`src/rtl/pmem_arbiter_pkg.sv`:
```
// Shared types and default widths for the I/D physical-memory port arbiter.
package pmem_arb_types;

    localparam int ADDR_W_DEF   = 32;
    localparam int LINE_W_DEF   = 256;
    localparam int OFFSET_W_DEF = 5;
    localparam int CNT_W_DEF    = 32;

    typedef enum logic [1:0] {IDLE, SERVE_I, SERVE_D, DONE} arb_state_t;
    typedef enum logic {GRANT_I, GRANT_D} grant_t;

endpackage

```
`src/rtl/pmem_arbiter_sat_counter.sv`:
```
// Free-running event counter that sticks at all-ones instead of wrapping.
module sat_counter #(
    parameter int WIDTH = 32
) (
    input  logic             clk,
    input  logic             rst,
    input  logic             inc,
    output logic [WIDTH-1:0] count
);

    function automatic logic [WIDTH-1:0] sat_inc(input logic [WIDTH-1:0] v);
        return (&v) ? v : v + WIDTH'(1);
    endfunction

    always_ff @(posedge clk) begin
        if (rst)
            count <= '0;
        else if (inc)
            count <= sat_inc(count);
    end

endmodule

```
`src/rtl/pmem_arbiter.sv`:
```
// Round-robin arbiter sharing one line-wide memory port between I-cache and D-cache,
// with per-requester wait-cycle counters.
module pmem_arbiter
    import pmem_arb_types::*;
#(
    parameter int ADDR_WIDTH  = ADDR_W_DEF,
    parameter int LINE_WIDTH  = LINE_W_DEF,
    parameter int OFFSET_BITS = OFFSET_W_DEF,
    parameter int CNT_WIDTH   = CNT_W_DEF
) (
    input  logic                  clk,
    input  logic                  rst,
    input  logic                  i_pmem_read,
    input  logic [ADDR_WIDTH-1:0] i_pmem_address,
    output logic [LINE_WIDTH-1:0] i_pmem_rdata,
    output logic                  i_pmem_resp,
    input  logic                  d_pmem_read,
    input  logic                  d_pmem_write,
    input  logic [ADDR_WIDTH-1:0] d_pmem_address,
    input  logic [LINE_WIDTH-1:0] d_pmem_wdata,
    output logic [LINE_WIDTH-1:0] d_pmem_rdata,
    output logic                  d_pmem_resp,
    output logic                  pmem_read,
    output logic                  pmem_write,
    output logic [ADDR_WIDTH-1:0] pmem_address,
    output logic [LINE_WIDTH-1:0] pmem_wdata,
    input  logic [LINE_WIDTH-1:0] pmem_rdata,
    input  logic                  pmem_resp,
    output logic [CNT_WIDTH-1:0]  i_wait_cnt,
    output logic [CNT_WIDTH-1:0]  d_wait_cnt
);

    arb_state_t            state, state_nxt;
    grant_t                last_grant, grant_sel;
    logic                  op_write_q;
    logic [ADDR_WIDTH-1:0] addr_q;
    logic [LINE_WIDTH-1:0] wdata_q;
    logic                  i_req, d_req, grant_now;

    function automatic logic [ADDR_WIDTH-1:0] line_align(input logic [ADDR_WIDTH-1:0] a);
        return {a[ADDR_WIDTH-1:OFFSET_BITS], {OFFSET_BITS{1'b0}}};
    endfunction

    assign i_req     = i_pmem_read;
    assign d_req     = d_pmem_read | d_pmem_write;
    assign grant_now = (state == IDLE) && (i_req || d_req);

    // On contention the requester that was not served last wins.
    always_comb begin
        grant_sel = GRANT_D;
        if (i_req && d_req)
            grant_sel = (last_grant == GRANT_D) ? GRANT_I : GRANT_D;
        else if (i_req)
            grant_sel = GRANT_I;
    end

    always_ff @(posedge clk) begin
        if (rst)
            state <= IDLE;
        else
            state <= state_nxt;
    end

    always_comb begin
        state_nxt = state;
        unique case (state)
            IDLE:             if (i_req || d_req)
                                  state_nxt = (grant_sel == GRANT_I) ? SERVE_I : SERVE_D;
            SERVE_I, SERVE_D: if (pmem_resp) state_nxt = DONE;
            DONE:             state_nxt = IDLE;
            default:          state_nxt = IDLE;
        endcase
    end

    // Request pins are captured once at grant; later changes on them are ignored.
    always_ff @(posedge clk) begin
        if (rst) begin
            last_grant <= GRANT_D;
            op_write_q <= 1'b0;
            addr_q     <= '0;
            wdata_q    <= '0;
        end else begin
            if (grant_now) begin
                addr_q     <= line_align((grant_sel == GRANT_I) ? i_pmem_address : d_pmem_address);
                op_write_q <= (grant_sel == GRANT_D) && d_pmem_write;
                if ((grant_sel == GRANT_D) && d_pmem_write)
                    wdata_q <= d_pmem_wdata;
            end
            if ((state == SERVE_I || state == SERVE_D) && pmem_resp)
                last_grant <= (state == SERVE_I) ? GRANT_I : GRANT_D;
        end
    end

    always_comb begin
        pmem_read   = 1'b0;
        pmem_write  = 1'b0;
        i_pmem_resp = 1'b0;
        d_pmem_resp = 1'b0;
        unique case (state)
            SERVE_I: begin
                pmem_read   = ~op_write_q;
                pmem_write  = op_write_q;
                i_pmem_resp = pmem_resp;
            end
            SERVE_D: begin
                pmem_read   = ~op_write_q;
                pmem_write  = op_write_q;
                d_pmem_resp = pmem_resp;
            end
            default: ;
        endcase
    end

    assign pmem_address = addr_q;
    assign pmem_wdata   = wdata_q;
    assign i_pmem_rdata = pmem_rdata;
    assign d_pmem_rdata = pmem_rdata;

    sat_counter #(.WIDTH(CNT_WIDTH)) u_i_wait (
        .clk   (clk),
        .rst   (rst),
        .inc   (i_req && (state != SERVE_I)),
        .count (i_wait_cnt)
    );

    sat_counter #(.WIDTH(CNT_WIDTH)) u_d_wait (
        .clk   (clk),
        .rst   (rst),
        .inc   (d_req && (state != SERVE_D)),
        .count (d_wait_cnt)
    );

endmodule

```
`config.mk`:
```
export PLATFORM = sky130hd
export DESIGN_NAME = pmem_arbiter
export DESIGN_NICKNAME = d
export VERILOG_FILES = /design/src/rtl/pmem_arbiter_pkg.sv /design/src/rtl/pmem_arbiter_sat_counter.sv /design/src/rtl/pmem_arbiter.sv
export SDC_FILE = /design/constraint.sdc
export NUM_CORES = 1
export LEC_CHECK = 0
export CAP_MARGIN = 10
export CORE_AREA = 2 2 571 573
export DETAILED_ROUTE_END_ITERATION = 6
export DIE_AREA = 0 0 573 575
export SLEW_MARGIN = 20
export SYNTH_ARGS = -nofsm -noshare
export SYNTH_HDL_FRONTEND = slang
export SYNTH_SLANG_ARGS = --single-unit
```
`constraint.sdc`:
```
create_clock -name clk -period 4.75 [get_ports clk]
set_input_delay 0.7125 -clock clk [delete_from_list [all_inputs] [get_ports clk]]
set_output_delay 0.7125 -clock clk [all_outputs]
set_load 0.02 [all_outputs]
```
==> flow_metrics.tcl <==
set metrics [dict create \
    clk_path_buf_depth 3 \
    area_growth_pct 55.5 \
    synth_flop_cell "dfxtp_1" \
    dr.pass1.iters 6 \
    hpwl_um 184000 \
    core_area_um2 323000 \
    die-area_um2 329000 \
    seq_area_um2 7030 \
    synthDistinctLibCells 55 \
    setup_violations 0 \
    num_vias 15980 \
    ir_worst_vdd_mv 0.276 \
    die_height_um 575 \
    synth_warnings 0 \
    hp-class "input pin to register" \
    via_per_inst 2.39 \
    critPathRequiredTime_ns 4.04 \
    p_leak_nw 7.93 \
    cts_setup_buffers 0 \
    hold_viol 0 \
    cts-root-buf "clkbuf_16" \
    cts_buffers 49 \
    grt_pass1_wl_um 239000 \
    avgRoutedWirePerCell_um 30.6 \
    relSlewSlack 0.381 \
    cts_tree "done" \
    clock-sinks 351 \
    synthTopCellsByArea "dfxtp_1, buf_4, nand2_1" \
    drt_iter0_drc 1128 \
    worst_pin_slew_ns 0.926 \
    n_fill_cell 37811 \
    rows 209 \
    finClkSkew_ns 0.0224 \
    fp.dieW_um 573 \
    slew_violations 0 \
    clk_latency_ns 0.71 \
    fin_cells 6681 \
    path_clk_slew_ns 0.06 \
    synth_top_area_frac 0.402 \
    grt_pass1_vias 15201 \
    rsz0062_at_grt "false" \
    ios 1450 \
    fin_tns_setup_ns 0 \
    syn_avg_cell_area_um2 7.93 \
    yosysSeqAreaShare 0.402 \
    hold_buffers 0 \
    htree_levels 2 \
    finalCriticalPeriod_ns 3.41 \
    synth_area_um2 17500 \
    status "finished, final reports clean" \
    gp_congestion 0.931 \
    yosysTopAreaCell "dfxtp_1" \
    fmax_mhz 293 \
    ctsResizeCount 0 \
    start_util 0.0540 \
    gr-total-overflow 0 \
    ys_seq_elements 351 \
    grt_max_degree 109 \
    antenna_found_initial 46 \
    multi_input_area_um2 6100 \
    place_inst 6589 \
    portBuffers 666 \
    cellPowerDensity_nw_per_um2 420 \
    grt_use_total 0.119 \
    final_nets 2903 \
    crit_type "register to primary output" \
    async_reset_ff_frac 0 \
    fin_crit_sh 0.718 \
    cap_violations 0 \
    synth_enable_flop_cells 0 \
    drive_above_1_share 0.0579 \
    drt-total-wl_um 205000 \
    crit_path_end_kind "primary output" \
    drcViolationCount 0 \
    syn_inst 2202 \
    worstPathMaxFanout 6 \
    start_kind "register" \
    critPathArrivalTime_ns 2.70 \
    ant_nets 0 \
]
layout by cell type, fill, tap and decap left out, drive strengths merged, types with 6 or more instances in the layout:
cell and n:
clkdlybuf4s50 660, nand2 539, dfxtp 351, a21oi 286
nor2 82, clkbuf 67, nand4 33, a211oi 32
mux2i 32, buf 31, nand3 22, o21ai 20
nor2b 16, inv 16, or3 14, xnor2 14
nor3 13, nor4 13, mux2 12, or4 9
diode 8, and4 8, and2 7, and3 7
clkinv 7, ha 6
report_power, final:
group / switching (mW) / internal, mW
clock network: 1.70 / 2.19
registers: 0.242 / 3.35
logic: 2.60 / 1.32
total: 4.55 / 6.86
synthesized netlist by cell type, types with 10 or more instances:
cell / count
a211oi_1: 32
a21oi_1: 286
buf_4: 518
clkbuf_1: 99
dfxtp_1: 351
inv_1: 12
mux2i_1: 32
nand2_1: 539
nand3_1: 22
nand4_1: 31
nor2_1: 81
nor2b_1: 16
nor3_1: 10
o21ai_0: 16
or3_1: 14
xnor2_1: 14
cell families after synthesis:
kind of cell	Yosys count	share of synthesized area
flip-flops	351	0.402
XOR/XNOR	19	0.00953
other	1	0.000215
multiplexers	44	0.0267
AO/OA/AOI/OAI	365	0.114
buffers and inverters	645	0.251
adder cells (fa/ha/maj)	6	0.00430
AND/OR/NAND/NOR	771	0.191
final timing paths:
kind         cells after the start                         endpoint  slack, ns                         from
max reg2reg                      8  u_d_wait.count[23]$_SDFFE_PP0P_       2.02        state[0]$_SDFFE_PP0P_
max                              4                        pmem_read       1.34        state[0]$_SDFFE_PP0P_
min reg2reg                      2      pmem_wdata[84]$_SDFFE_PP0P_       0.45  pmem_wdata[84]$_SDFFE_PP0P_
min                              2   u_d_wait.count[8]$_SDFFE_PP0P_       0.43                          rst
state kept, by name (all words and copies together), names as in the netlist:
signal          count
u_i_wait.count     32
last_grant          1
pmem_wdata        256
u_d_wait.count     32
op_write_q          1
pmem_address       27
state               2
metal layers:
metal / track usage / wire length [um] / part of all wire
met3: 0.183 / 68200 / 0.33
met2: 0.174 / 84500 / 0.41
met4: 0.0569 / 10500 / 0.051
met5: 0.00574 / 324 / 0.0016
met1: 0.0693 / 41000 / 0.20
final cells by class:
cell class / count / share of cell area
diodes: 8 / 0.000737
clock buffers: 67 / 0.0506
clock inverters: 17 / 0.00797
inverters: 12 / 0.00166
multi-input cells: 1210 / 0.225
flip-flops and latches: 351 / 0.259
well taps: 4325 / 0.199
repair buffers: 691 / 0.256
metrics by stage:
step | util | cell area (um^2) | setup WS (ns) | hold slack [ns] | power, mW
after floorplan | - | 17500 | 2.48 | 0.453 | 5.77
after global routing | 0.0840 | 27100 | 1.11 | 0.411 | 12.1
final | 0.0840 | 27100 | 1.34 | 0.425 | 11.4
after CTS | 0.0839 | 27100 | 1.11 | 0.355 | 11.8
after detailed placement | 0.0790 | 25500 | 1.18 | 0.446 | 7.72
after global placement | 0.0790 | 25500 | 1.24 | 0.443 | 7.71
worst max-delay path, stage by stage, from the launching register on:
cell and delay (ns):
dfxtp_1 0.36, inv_1 0.09, ha_1 0.42, nor2b_1 0.30
clkdlybuf4s50_1 0.82
(Power assumes the default switching activity.)
